`src/rtl/seq_pattern_ctrl.sv`:
```
// seq_pattern_ctrl: replays a {a,b,hold} pattern table into seq_circuit and logs its {y,z} per entry; SEQ_PATTERN_LOOP_EN enables looping
module seq_pattern_ctrl #(
  parameter int DEPTH  = 8,
  parameter int HOLD_W = 4
) (
  input  logic                     clk,
  input  logic                     rst,
  input  logic                     wr_en,
  input  logic [$clog2(DEPTH)-1:0] wr_addr,
  input  logic [HOLD_W+1:0]        wr_data,
  input  logic [$clog2(DEPTH)-1:0] last_idx,
  input  logic                     start,
  input  logic                     abort,
  input  logic                     loop,
  input  logic                     y_in,
  input  logic                     z_in,
  output logic                     a,
  output logic                     b,
  output logic                     busy,
  output logic                     done,
  output logic [$clog2(DEPTH)-1:0] step,
  output logic [2*DEPTH-1:0]       yz_log
);
  localparam int AW = $clog2(DEPTH);
  typedef enum logic [1:0] {IDLE, RUN, DONE} state_t;
  state_t r_state, w_state_nx;
  logic [HOLD_W+1:0] r_tab [DEPTH];
  logic [HOLD_W+1:0] w_cur, w_nxt, w_first;
  logic [AW-1:0] r_step, r_last, w_step_nx, w_last_nx, w_step_inc;
  logic [HOLD_W-1:0] r_cnt, w_cnt_nx;
  logic r_a, r_b, r_loop, w_a_nx, w_b_nx, w_loop_nx, w_loop_in;
  logic [2*DEPTH-1:0] r_yz, w_yz_nx;
`ifdef SEQ_PATTERN_LOOP_EN
  assign w_loop_in = loop;
`else
  assign w_loop_in = loop & 1'b0;
`endif
  assign w_cur      = r_tab[r_step];
  assign w_step_inc = r_step + 1'b1;
  assign w_nxt      = r_tab[w_step_inc];
  assign w_first    = r_tab[0];
  assign a      = r_a;
  assign b      = r_b;
  assign step   = r_step;
  assign yz_log = r_yz;
  assign busy   = (r_state == RUN);
  assign done   = (r_state == DONE);
  // pattern table: writable only while idle, cleared by reset
  always_ff @(posedge clk or negedge rst) begin
    if (!rst) begin
      for (int i = 0; i < DEPTH; i++) r_tab[i] <= '0;
    end else if (wr_en && r_state == IDLE) begin
      r_tab[wr_addr] <= wr_data;
    end
  end
  // state and run registers
  always_ff @(posedge clk or negedge rst) begin
    if (!rst) begin
      r_state <= IDLE;
      r_step  <= '0;
      r_last  <= '0;
      r_cnt   <= '0;
      r_a     <= 1'b0;
      r_b     <= 1'b0;
      r_loop  <= 1'b0;
      r_yz    <= '0;
    end else begin
      r_state <= w_state_nx;
      r_step  <= w_step_nx;
      r_last  <= w_last_nx;
      r_cnt   <= w_cnt_nx;
      r_a     <= w_a_nx;
      r_b     <= w_b_nx;
      r_loop  <= w_loop_nx;
      r_yz    <= w_yz_nx;
    end
  end
  // next state: hold counter per entry, capture {y,z} on an entry's last cycle, then advance/wrap/finish
  always_comb begin
    w_state_nx = r_state;
    w_step_nx  = r_step;
    w_last_nx  = r_last;
    w_cnt_nx   = r_cnt;
    w_a_nx     = r_a;
    w_b_nx     = r_b;
    w_loop_nx  = r_loop;
    w_yz_nx    = r_yz;
    case (r_state)
      IDLE: if (start && !abort) begin
        w_state_nx = RUN;
        w_step_nx  = '0;
        w_cnt_nx   = '0;
        w_a_nx     = w_first[HOLD_W+1];
        w_b_nx     = w_first[HOLD_W];
        w_yz_nx    = '0;
        w_last_nx  = last_idx;
        w_loop_nx  = w_loop_in;
      end
      RUN: if (abort) begin
        w_state_nx = IDLE;
        w_step_nx  = '0;
        w_cnt_nx   = '0;
        w_a_nx     = 1'b0;
        w_b_nx     = 1'b0;
      end else if (r_cnt == w_cur[HOLD_W-1:0]) begin
        w_yz_nx[{r_step, 1'b0} +: 2] = {y_in, z_in};
        w_cnt_nx = '0;
        if (r_step != r_last) begin
          w_step_nx = w_step_inc;
          w_a_nx    = w_nxt[HOLD_W+1];
          w_b_nx    = w_nxt[HOLD_W];
        end else if (r_loop) begin
          w_step_nx = '0;
          w_a_nx    = w_first[HOLD_W+1];
          w_b_nx    = w_first[HOLD_W];
        end else begin
          w_state_nx = DONE;
          w_a_nx     = 1'b0;
          w_b_nx     = 1'b0;
        end
      end else begin
        w_cnt_nx = r_cnt + 1'b1;
      end
      DONE: w_state_nx = IDLE;
      default: w_state_nx = IDLE;
    endcase
  end
endmodule

```
`config.mk`:
```
export PLATFORM = sky130hd
export DESIGN_NAME = seq_pattern_ctrl
export DESIGN_NICKNAME = d
export VERILOG_FILES = /design/src/rtl/seq_pattern_ctrl.sv
export SDC_FILE = /design/constraint.sdc
export NUM_CORES = 1
export LEC_CHECK = 0
export CAP_MARGIN = 20
export CORE_MARGIN = 2
export CORE_UTILIZATION = 55
export CTS_CLUSTER_SIZE = 12
export DETAILED_ROUTE_END_ITERATION = 8
export GPL_ROUTABILITY_DRIVEN = 0
export GPL_TIMING_DRIVEN = 0
export PLACE_DENSITY_LB_ADDON = 0.25
export SETUP_SLACK_MARGIN = 0.1
export SLEW_MARGIN = 20
export SYNTH_ARGS = -nofsm -noshare
export SYNTH_HDL_FRONTEND = slang
export SYNTH_SLANG_ARGS = --single-unit
```
`constraint.sdc`:
```
create_clock -name clk -period 3.1 [get_ports clk]
set_input_delay 0.62 -clock clk [delete_from_list [all_inputs] [get_ports clk]]
set_output_delay 0.62 -clock clk [all_outputs]
set_load 0.01 [all_outputs]
```
==> results.toml <==
[logic_synthesis]
yosys_warnings = 0
synth_nets = 349
synth_cell_types = 42
synth-main-ff-cell = "dfrtp_1"
yosysSeqAreaShare = 0.496
netlist_area_mm2 = 0.00394
synthCells = 322
avgSynthCellArea_um2 = 12.2
synth-async-reset-ratio = 1.00
synth_edf_count = 0
synth-seq-cells = 78

[final_layout]
layout-drive-gt1-share = 0.265
most-common-layout-cells = "78 x dfrtp_1, 55 x mux2_2, 40 x clkdlybuf4s50_1, 23 x nand2_1, 12 x mux2i_1"
mostFrequentLayoutCell = "dfrtp_1"
postLayoutCoreUtil = 0.679
diodes = 0
syn2layout_area_growth_pct = 18.4
nets = 401

[sta]
hold_viol = 0
max_slew_margin = 0.538
drv_slew = 0
setup_ws_ps = 302
hold_ws_ps = 226
worstMarginPinSlew_ps = 688
rsz0062_at_grt = "false"
final-setup-viol-count = 0
fin_skew_ps = 9.86
finalCriticalPeriod_ps = 2800
layout_worst_path_cycle_share = 0.902
fmax_mhz = 357
finalSetupTns_ps = 0

[floorplanning]
die_x_um = 88.6
die_y_um = 88.6
boundaryPins = 43
initial_core_util = 0.573
core_area_mm2 = 0.00687
rows = 30
die_area_mm2 = 0.00785

[power_and_ir_drop]
swShare = 0.358
powerDensity_mw_per_mm2 = 855
clockPowerShare = 0.172
power.net_switching_mw = 1.43
total_power_mw = 3.98
intPower_mw = 2.56
combPwrFrac = 0.422
static-leakage-power_nw = 1.97
seq_power_share = 0.406
ir_drop_v = 0.000441

[min_path]
hold_class = "input pin to async pin"

[global_routing]
grt_pass1_vias = 2840
grt_max_degree = 43
grt-ovfl-total = 0
met3_usage = 0.0354
antenna_found_initial = 0
busiest_layer = "met2"
grt_pass1_wl_um = 13900
use_met1 = 0.318
track_usage = 0.236
grtUsageMet2 = 0.383

[critical_path]
crit_required_ps = 3350
critPathTopFamily = "buffers and inverters"
cp-start-kind = "flip-flop"
cp_slowest_cell = "dfrtp_1"
crit_fanout = 10
path_buf_inv = 4
cp-end-kind = "flip-flop"
crit_type = "flip-flop to flip-flop"
cp.depth = 10
crit_chain = "buf_6 -> buf_6 -> buf_4 -> inv_1 -> ha_1 -> ha_1 -> nor2_1 -> a21oi_1 -> or3_1 -> a32o_1"
arrival_ps = 3040
slowest_delay_ps = 450
reg2reg_depth = 10

[clocking]
clk_latency_ps = 360
cts.htree.levels = 3
holdBufCountCts = 0
post_cts_buffers = 0
clk_pin_slew_ps = 90
tritoncts = "built"
clockRootBuffer = "clkbuf_8"
clockBufferDepth = 2
cts_resized = 0
cts_sinks = 78
cts_buffers = 9

[detailed_routing]
wl_per_cell_um = 17.6
drc_errors = 0
detail-route-antenna-nets = 0
viasPerCell = 5.88
drt-total-wl_um = 8360
drt_first_pass_iters = 4
drtIter0Drc = 168
dr_total_vias = 2785

[place]
port-buffer-count = 41
dpl.hpwl_um = 6090
dp_slack_ps = 153

[run_status]
outcome = "finished, final reports clean"

[job]
cap_viol_max_count = 0
[logic make-up (layout without fill, tap and decap cells)]
| family | Yosys count | after routing | share of synthesized area |
|---|---|---|---|
| buf+inv | 24 | 80 | 0.0299 |
| simple gates | 72 | 72 | 0.0954 |
| fa+ha+maj | 7 | 7 | 0.0223 |
| compound gates | 55 | 55 | 0.105 |
| mux | 78 | 78 | 0.234 |
| flops | 78 | 78 | 0.496 |
| xor+xnor | 8 | 8 | 0.0178 |
[final timing paths]
kind / slack (ps) / endpoint / start
hold / removal: 230 / r_state[0] / rst
setup reg to reg: 300 / yz_log[15] / step[0]
setup / recovery: 300 / yz_log[15] / step[0]
hold reg to reg: 510 / r_tab[28] / r_tab[28]
max in group asynchronous: 2290 / r_tab[16] / rst
min in group clk: 510 / r_tab[28] / r_tab[28]
[sequential cells by signal, indices dropped and copies added, names as in the netlist]
name / cells
b: 1
a: 1
r_tab: 42
yz_log: 16
r_cnt: 4
w_first: 6
step: 3
r_last: 3
r_state: 2
[layer usage]
layer  vias up  routed length [µm]
met4         0                 182
met5         -                   0
li1       1292                   -
met2        82                4120
met3        17                 345
met1      1394                3720
[final cells by class]
| class | instances | area, µm² |
|---|---|---|
| Inverter | 7 | 26.3 |
| Sequential cell | 78 | 1950 |
| Clock inverter | 6 | 46.3 |
| Timing Repair Buffer | 42 | 428 |
| Fill cell | 513 | 2210 |
| Tap cell | 96 | 120 |
| Multi-Input combinational cell | 220 | 1870 |
| Buffer | 16 | 91.3 |
| Clock buffer | 9 | 124 |
[power by group through the flow]
stage | Clock, mW | Combinational [mW] | Sequential (mW)
6_report | 0.686 | 1.68 | 1.62
5_1_grt | 0.745 | 1.85 | 1.67
4_1_cts | 0.702 | 1.67 | 1.61
3_5_place_dp | 0 | 1.66 | 1.64
3_3_place_gp | 0 | 1.61 | 1.61
2_1_floorplan | 0 | 1.25 | 1.58
[synthesized netlist by cell type (all sizes together) (4+ instances only)]
cell    instances  share of area
a31o            5          0.011
mux2i          12          0.031
mux2           62           0.18
nor2b           6         0.0095
xnor2           7          0.016
inv             7         0.0067
nor3            7          0.013
a21oi           9          0.011
mux4            4          0.023
o22ai           5         0.0079
o21ai           8          0.010
a21o            6          0.011
dfrtp          78           0.50
nand3          10          0.013
o311a          10          0.025
a221oi          4         0.0089
buf             7          0.013
clkbuf         10         0.0099
nand2          23          0.022
nor2           11          0.010
ha              7          0.022
[worst register-to-register path, stage by stage (launching register included)]
cell	delay, ps
dfrtp_1	450
buf_6	200
buf_6	180
buf_4	230
inv_1	120
ha_1	240
ha_1	330
nor2_1	210
a21oi_1	90
or3_1	360
a32o_1	270
[per-stage QoR]
stage / instances / cell area, µm²
final: 474 / 4660
after global routing: 474 / 4660
after CTS: 475 / 4650
after detailed placement: 460 / 4480
after global placement: 459 / 4470
after floorplan: 322 / 3940
(Power assumes the default switching activity.)
